==> src/rtl/uvmt_cv32e40s_sl_trigger_hit_tracker.sv <==
// ----------------------------------------------------------------------------
// uvmt_cv32e40s_sl_trigger_hit_tracker
//
// Support-logic stage that sits after the per-memory-operation trigger match
// blocks. For every retired instruction it merges the match vectors of all
// memory operations that are actually in use with the execute-address match
// vector. From that it predicts the sticky per-trigger hit flags, counts the
// retirements that carry a qualified trigger match, and checks that the
// retirement following such a match is a debug entry with cause "trigger".
// The outputs feed trigger/debug assertions and functional coverage.
//
// Ports
//   clk_i                  clock
//   rst_i                  synchronous active-high reset
//   rvfi_valid             an instruction retires this cycle
//   rvfi_dbg_mode          the retiring instruction executed in debug mode
//   rvfi_dbg               debug-entry cause of the retirement (2 = trigger)
//   mem_op_valid           one bit per memory operation: operation n in use
//   trigger_match_mem      operation n's match vector sits at n*NUM_TRIGGERS
//   trigger_match_execute  execute-address match vector
//   tdata1_wr              the retirement writes tdata1
//   tdata1_wr_sel          tselect value in effect for that write
//   tdata1_wr_hit          hit bit value carried by that write
//   trigger_hit            sticky predicted hit flag per trigger
//   match_cnt              saturating count of qualified matches
//   pending                waiting for a trigger debug entry
//   dbg_entry_err          one-cycle pulse: expected debug entry missing/wrong
//   timeout_err            one-cycle pulse: no retirement arrived in time
// ----------------------------------------------------------------------------
module uvmt_cv32e40s_sl_trigger_hit_tracker #(
   parameter int NUM_TRIGGERS   = 2,
   parameter int MAX_MEM_ACCESS = 13,
   parameter int TIMEOUT_CYCLES = 32
) (
   input  logic                                   clk_i,
   input  logic                                   rst_i,
   input  logic                                   rvfi_valid,
   input  logic                                   rvfi_dbg_mode,
   input  logic [2:0]                             rvfi_dbg,
   input  logic [MAX_MEM_ACCESS-1:0]              mem_op_valid,
   input  logic [MAX_MEM_ACCESS*NUM_TRIGGERS-1:0] trigger_match_mem,
   input  logic [NUM_TRIGGERS-1:0]                trigger_match_execute,
   input  logic                                   tdata1_wr,
   input  logic [$clog2(NUM_TRIGGERS):0]          tdata1_wr_sel,
   input  logic                                   tdata1_wr_hit,
   output logic [NUM_TRIGGERS-1:0]                trigger_hit,
   output logic [15:0]                            match_cnt,
   output logic                                   pending,
   output logic                                   dbg_entry_err,
   output logic                                   timeout_err
);

   localparam int SEL_W   = $clog2(NUM_TRIGGERS) + 1;
   localparam int TIMER_W = (TIMEOUT_CYCLES > 2) ? $clog2(TIMEOUT_CYCLES) : 1;
   localparam logic [TIMER_W-1:0] TIMER_LAST = TIMER_W'(TIMEOUT_CYCLES - 1);
   localparam logic [2:0] DBG_CAUSE_TRIGGER = 3'd2;

   typedef enum logic {
      IDLE    = 1'b0,
      PENDING = 1'b1
   } state_t;

   state_t                   state;
   state_t                   state_next;
   logic [TIMER_W-1:0]       timer;
   logic [TIMER_W-1:0]       timer_next;
   logic                     dbg_entry_err_next;
   logic                     timeout_err_next;
   logic [NUM_TRIGGERS-1:0]  mem_vec;
   logic [NUM_TRIGGERS-1:0]  match_vec;
   logic                     qualified;
   logic                     trigger_entry;
   logic [NUM_TRIGGERS-1:0]  hit_next;
   logic [15:0]              cnt_next;

   // Merge the match vectors of all memory operations that are in use.
   // Operations whose valid bit is low may carry stale match bits from the
   // match blocks, so they are masked out before the OR reduction.
   always_comb begin
      mem_vec = '0;
      for (int n = 0; n < MAX_MEM_ACCESS; n++) begin
         if (mem_op_valid[n]) begin
            mem_vec = mem_vec | trigger_match_mem[n*NUM_TRIGGERS +: NUM_TRIGGERS];
         end
      end
   end

   // A retirement only counts as a trigger match outside debug mode, since
   // triggers are not allowed to fire while the core is already in debug.
   // Execute and memory matches of one retirement form a single match event.
   assign match_vec     = mem_vec | trigger_match_execute;
   assign qualified     = rvfi_valid && !rvfi_dbg_mode && (|match_vec);
   assign trigger_entry = rvfi_dbg_mode && (rvfi_dbg == DBG_CAUSE_TRIGGER);

   // Next value of the sticky hit flags. A tdata1 write to a trigger
   // overrides a hit set by the same retirement, because software owns the
   // architectural value it writes. Selects beyond the implemented triggers
   // never match any index and therefore leave every flag untouched.
   always_comb begin
      hit_next = trigger_hit;
      if (qualified) begin
         hit_next = trigger_hit | match_vec;
      end
      for (int t = 0; t < NUM_TRIGGERS; t++) begin
         if (tdata1_wr && (tdata1_wr_sel == SEL_W'(t))) begin
            hit_next[t] = tdata1_wr_hit;
         end
      end
   end

   // Match counter increments once per qualified retirement and holds at
   // its maximum instead of wrapping, so coverage never sees a false low.
   always_comb begin
      cnt_next = match_cnt;
      if (qualified && (match_cnt != 16'hFFFF)) begin
         cnt_next = match_cnt + 16'd1;
      end
   end

   // Debug-entry expectation FSM. After a qualified match the very next
   // retirement must be a trigger debug entry. A retirement always resolves
   // the expectation, even in the cycle the timer would expire. A wrong
   // retirement that is itself a qualified match re-arms the expectation.
   always_comb begin
      state_next         = state;
      timer_next         = timer;
      dbg_entry_err_next = 1'b0;
      timeout_err_next   = 1'b0;
      unique case (state)
         IDLE: begin
            if (qualified) begin
               state_next = PENDING;
               timer_next = '0;
            end
         end
         PENDING: begin
            if (rvfi_valid) begin
               if (trigger_entry) begin
                  state_next = IDLE;
               end else begin
                  dbg_entry_err_next = 1'b1;
                  if (qualified) begin
                     state_next = PENDING;
                     timer_next = '0;
                  end else begin
                     state_next = IDLE;
                  end
               end
            end else if (timer == TIMER_LAST) begin
               timeout_err_next = 1'b1;
               state_next       = IDLE;
            end else begin
               timer_next = timer + TIMER_W'(1);
            end
         end
         default: begin
            state_next = IDLE;
         end
      endcase
   end

   // State register and all registered outputs. Reset simply discards any
   // outstanding expectation; no error is reported for it.
   always_ff @(posedge clk_i) begin
      if (rst_i) begin
         state         <= IDLE;
         timer         <= '0;
         trigger_hit   <= '0;
         match_cnt     <= '0;
         dbg_entry_err <= 1'b0;
         timeout_err   <= 1'b0;
      end else begin
         state         <= state_next;
         timer         <= timer_next;
         trigger_hit   <= hit_next;
         match_cnt     <= cnt_next;
         dbg_entry_err <= dbg_entry_err_next;
         timeout_err   <= timeout_err_next;
      end
   end

   assign pending = (state == PENDING);

endmodule

==> config.mk <==
export PLATFORM = sky130hd
export DESIGN_NAME = uvmt_cv32e40s_sl_trigger_hit_tracker
export DESIGN_NICKNAME = d
export VERILOG_FILES = /design/src/rtl/uvmt_cv32e40s_sl_trigger_hit_tracker.sv
export SDC_FILE = /design/constraint.sdc
export NUM_CORES = 1
export LEC_CHECK = 0
export CAP_MARGIN = 10
export CORE_UTILIZATION = 41
export DETAILED_ROUTE_END_ITERATION = 6
export PLACE_DENSITY = 0.8
export SLEW_MARGIN = 40
export SYNTH_ARGS = -nofsm -noshare
export SYNTH_HDL_FRONTEND = slang
export SYNTH_SLANG_ARGS = --single-unit
==> constraint.sdc <==
create_clock -name clk_i -period 2.3 [get_ports clk_i]
set_clock_uncertainty 0.1 [all_clocks]
set_input_delay 0.46 -clock clk_i [delete_from_list [all_inputs] [get_ports clk_i]]
set_output_delay 0.46 -clock clk_i [all_outputs]
set_load 0.02 [all_outputs]
==> run summary, run 1 <==
Most frequent cells after synthesis - 26 x dfxtp_1, 21 x nor2_1, 12 x a22oi_1, 12 x nand3_1, 11 x nand2_1
Reg area - 520 um2
Pre-CTS setup slack - -156 ps
Largest net degree at the start of global routing - 21
Vias in the first global route - 1613
Number of antenna violations at the first check in global routing - 0
Arr. time, crit path - 2200 ps
H-tree depth - 1
ANT nets after route - 0
Synth area leader - dfxtp_1
Post-layout util - 71.6%
Total GRT Usage - 22.9%
Final wirelength - 4.46 mm
Most used DFF post-synth - dfxtp_1
Fillers - 297
Post-synthesis sequential area ratio - 33.7%
Worst Tran Pin Value - 488 ps
Yosys cell types - 46
Diodes inserted - 0
Worst-path clk slew - 100 ps
Status - complete, no violations
Initial Utilization - 44.6%
GP Congestion - 0.846
Post-synth EDFFs - 0
Syn Area/Cell - 8.31 um2
Via count - 1740
Die ar. - 4020 um2
Total CTS buffers - 3
Syn_nets - 241
Area Overhead vs Synth - 60.8%
Post-synth ARST share - 0%
Drt wl/cell - 14.1 um
Via density - 5.49
Pwr Density - 420 nW/um2
Fmax - 470 MHz
CTS tree - done
# IOs - 73
Hold Crit Class - register to register
Root Buffer - clkbuf_8
Drt pass-1 iters - 4
Min Tclk post-route - 2130 ps
Latest clock arrival within the worst-skew pair - 270 ps
WP data required - 2370 ps
Nets@finish - 327
Iter 0 DRT Violations - 84
FP Rows - 21
Most frequent cell after synthesis - dfxtp_1
Max FO, Critical Path - 6
Leak - 1.01 nW
Residual DRC - 0
Share of layout cells above drive strength 1 - 11.1%
Slew headroom - 67.4%
I/O Buffers - 72
Maximum vdd drop - 0.550 mV
Hold Fails Final Rpt - 0
GR Overflow Total - 0
Max-cap violations - 0
Ys Warns - 0
Area contributors post-synth - dfxtp_1 34%, a22oi_1 5.8%, nor2_1 5.1%
Critical path type - input port to register
Hold-fix buffers, CTS - 0
First-pass GRT wire length - 7.45 mm
Die Width - 63.4 um
Clock tree buffer depth - 2
Period utilisation layout - 92.5%
Setup WS post-layout - 172 ps
HPWL Detailed - 3.52 mm
Register bit total from synthesis - 26
Multi-input gate area - 976 um2
CP Launch Type - input port
Final Max Tran Viols - 0
Yosys top cell area share - 33.7%
CP Capture Type - register
Core area - 3470 um2
Sink Count - 26
Post-synthesis cell area - 1550 um2
Mapped Cells - 186
Final setup viols - 0
Total power - 1.04 mW
RSZ-0062 raised after global routing - false
Die Y - 63.4 um
power breakdown:
group          leakage [nW]  internal [mW]  switching [mW]  total [mW]
clock network        0.0357          0.233           0.155       0.388
logic                 0.762          0.124          0.0712       0.195
registers             0.210          0.457         0.00485       0.462
total                  1.01          0.813           0.231        1.04
layout make-up:
type	instances	area share [%]
well taps	46	2.32
clock inverters	1	1.21
repair buffers	87	33.5
multi-input cells	147	39.3
inverters	7	1.06
clock buffers	3	1.66
flip-flops and latches	26	20.9
flip-flops by register name (all words and copies together), names as in the netlist:
name / cells
timer: 5
trigger_hit: 2
timeout_err: 1
match_cnt: 16
pending: 1
dbg_entry_err: 1
cells in the final DEF, fill, tap and decap left out, types with 2 or more instances in the layout:
cell type and n:
nor2_1 21, nor2b_1 10, dfxtp_1 26, o21ai_0 4
nand3b_1 4, mux2_4 2, a31o_2 2, or3_1 4
nor4bb_1 2, a21oi_1 9, and3_1 6, nand2_1 11
ha_1 3, nor3_2 2, nor3_1 5, a22oi_1 12
buf_4 15, nand3_1 12, nor3b_1 2, clkdlybuf4s50_1 72
mux2_1 6, nand4_1 4, and4_1 3, inv_1 7
a311oi_1 2, clkbuf_8 3
critical path: stages:
cell             delay, ps
clkdlybuf4s50_1        490
a22oi_1                 90
nand3_1                100
nor3_2                  50
a21oi_1                420
and4_1                 300
mux2_4                 290
cells by family (layout without fill, tap and decap cells):
kind of cell,after synthesis,after routing,share of synthesized area [%]
compound gates,39,39,17.4
fa+ha+maj,3,3,2.43
flops,26,26,33.7
mux,9,9,6.96
buf+inv,13,98,3.24
simple gates,96,96,36.3
through the flow:
stage | area (um2) | std cells | hold slack [ps] | setup TNS (ps)
floorplan | 1550 | 186 | 362 | 0
global placement | 2410 | 313 | 374 | -994
detailed placement | 2410 | 313 | 387 | -1440
CTS | 2480 | 317 | 407 | 0
global route | 2480 | 317 | 417 | 0
finish | 2480 | 317 | 408 | 0
metal layers:
metal	track usage [%]	vias up	share of wire, %
met1	29.1	830	46
met5	0	-	0
met3	4.53	2	4.7
met4	4.26	0	0.49
met2	39.8	43	48
li1	-	865	-
final timing paths:
path	startpoint	endpoint	slack (ps)	cells after the start
setup / recovery	mem_op_valid[2]	match_cnt[3]	170	7
setup reg to reg	match_cnt[1]	match_cnt[10]	200	7
hold / removal	timer[4]	timer[4]	410	2
hold reg to reg	timer[4]	timer[4]	410	2
repair_timing:
item | in CTS | in global routing
resized for setup | 0 | 1
setup buffers | 0 | 0
endpoints found under the setup margin | 0 | 1
No activity file was read; power rests on OpenSTA's default activity.
==> inputs of run 2 (changes only) <==
CTS_CLUSTER_DIAMETER = 120   (was default)
==> results of run 2 <==
No change in the layout: final DEF, timing and power equal those of run 1.
==> inputs of run 3 (changes only) <==
CORE_UTILIZATION = 44   (was 41)
PLACE_DENSITY = 0.85   (was 0.8)
clock period = 2.7 ns   (was 2.3 ns; I/O delays follow)
==> run 3 against run 2 <==
Compared with the run above: the flow now finishes with violations (design-rule violations); sequential power is 15% lower; non-clock buffer count is 11 lower; sequential cell count stayed put; worst setup slack better by 290 ps; register-to-register slack gained 370 ps; critical endpoint is now match_cnt[11]; largest cell class unchanged; highest routed layer unchanged.
==> run summary, run 3 (synthesis results as in run 1) <==
Status - complete, but fails checks
Maximum vdd drop - 0.282 mV (-49%)
I/O Buffers - 72 (unchanged)
CP Capture Type - register
Final TNS setup - 0 ps (unchanged)
CP Launch Type - input port
Sw frac - 24.6% (+2.5 points)
Fillers - 278 (-6.4%)
RSZ-0062 raised after global routing - false
Failing checks - design-rule violations
Worst Tran Pin Value - 693 ps (+205 ps)
First-pass GRT wire length - 6.93 mm (-7.0%)
Switching pwr - 0.186 mW (-19%)
Nets@finish - 316 (-3.4%)
Number of flip-flops in the largest register - 16 (unchanged)
Setup WS post-layout - 466 ps (+294 ps)
Non-filler cells, final - 306 (-3.5%)
ANT nets after route - 0 (unchanged)
Critical path type - input port to register
Die Width - 61.3 um (-3.4%)
Sink Count - 26 (unchanged)
Max-cap violations - 0 (unchanged)
WP data required - 2840 ps (+470 ps)
Leak - 0.936 nW (-7.1%)
Reg area - 520 um2 (unchanged)
Iter 0 DRT Violations - 59 (-30%)
H-tree depth - 1 (unchanged)
Int Pwr - 0.570 mW (-30%)
Area Overhead vs Synth - 53.1%
CTS tree - done
Clock power frac - 27.2% (-9.9 points)
Hold Fails Final Rpt - 0 (unchanged)
Die Y - 61.3 um (-3.4%)
GP Congestion - 0.781 (-7.7%)
Latest clock arrival within the worst-skew pair - 330 ps (+60 ps)
Largest net degree at the start of global routing - 22 (+4.8%)
Most common cell after layout, fill and taps aside - clkdlybuf4s50_1
Via density - 5.42 (-1.3%)
Most flops, register - match_cnt
Total power - 0.756 mW (-28%)
Die ar. - 3750 um2 (-6.6%)
Total GRT Usage - 24.9% (+2.0 points)
Final Max Tran Viols - 0 (unchanged)
Residual DRC - 2 (+2)
Final setup viols - 0 (unchanged)
Share of layout cells above drive strength 1 - 6.92% (-4.1 points)
Combinational share of power - 20.7% (+2.1 points)
Hold Crit Class - register to register
GR Overflow Total - 0 (unchanged)
FP Rows - 21 (unchanged)
Setup Buffers After CTS - 0 (unchanged)
Vias in the first global route - 1553 (-3.7%)
Drt pass-1 iters - 6 (+2)
Diodes inserted - 0 (unchanged)
Seq pwr share - 52.2% (+8.0 points)
Worst-path clk slew - 140 ps (+40 ps)
Pre-CTS setup slack - 107 ps (+264 ps)
Drt wl/cell - 13.6 um (-3.5%)
Max FO, Critical Path - 12 (+6)
Number of antenna violations at the first check in global routing - 0 (unchanged)
Slew headroom - 53.7% (-14 points)
Reg2reg setup slack - 570 ps (+370 ps)
Via count - 1658 (-4.7%)
Root Buffer - clkbuf_4
Final wirelength - 4.15 mm (-6.8%)
HPWL Detailed - 3.30 mm (-6.2%)
Fmax - 448 MHz
Initial Utilization - 45.9% (+1.4 points)
Biggest regs - match_cnt: 16 flops, timer: 5 flops, trigger_hit: 2 flops
Hold-fix buffers, CTS - 0 (unchanged)
Core area - 3360 um2 (-3.0%)
Min Tclk post-route - 2230 ps
# IOs - 73 (unchanged)
Arr. time, crit path - 2370 ps (+170 ps)
Multi-input gate area - 975 um2 (-0.13%)
Period utilisation layout - 82.7%
Commonest cells after routing, fill and taps aside - 72 x clkdlybuf4s50_1, 26 x dfxtp_1, 21 x nor2_1
Clock tree buffer depth - 2 (unchanged)
Pwr Density - 320 nW/um2 (-24%)
Total CTS buffers - 3 (unchanged)
# resized after CTS - 0 (unchanged)
Placed Cells - 302 (-3.5%)
[run 3: changes by cell type in the layout (fill, tap and decap cells not counted), sizes merged]
| cell | change |
|---|---|
| buf | -11 |
| bufinv | -1 |
| clkbuf | +1 |
[run 3: area by class of cell]
cell class	count	area share (%)
Tap cell	46	2.43
Inverter	7	1.11
Clock buffer	4	1.53
Timing Repair Buffer	76	31.7
Sequential cell	26	22.0
Multi-Input combinational cell	147	41.2
[run 3: power groups by stage]
stage | combinational [mW] | sequential, mW | clock, mW
floorplan | 0.0465 | 0.409 | 0
global placement | 0.154 | 0.403 | 0
detailed placement | 0.156 | 0.403 | 0
CTS | 0.157 | 0.395 | 0.211
global route | 0.172 | 0.396 | 0.217
finish | 0.156 | 0.395 | 0.205
[run 3: layer usage]
layer	wire (um)	vias up	global-route usage, %
met5	0	-	0
li1	-	848	-
met3	117	11	5.46
met1	1870	766	31.0
met4	75	0	7.47
met2	2090	33	42.9
[run 3: worst paths after layout]
kind,from,end,cells past startpoint
max,mem_op_valid[2],match_cnt[11],7
min,timer[4],timer[4],2
max reg2reg,match_cnt[0],match_cnt[10],7
min reg2reg,timer[4],timer[4],2
[run 3: critical path, stage by stage]
cell             delay (ps)
clkdlybuf4s50_1         450
a22oi_1                 220
nand2_1                 100
nor3_2                  210
and2_1                  400
nor3_1                  130
mux2_1                  330
[run 3: per-stage QoR]
step | hold WS [ps] | util, % | cell area (um2)
floorplan | 362 | - | 1550
global placement | 373 | 69.3 | 2330
detailed placement | 384 | 69.3 | 2330
CTS | 404 | 70.3 | 2370
global route | 445 | 70.3 | 2370
finish | 402 | 70.3 | 2370
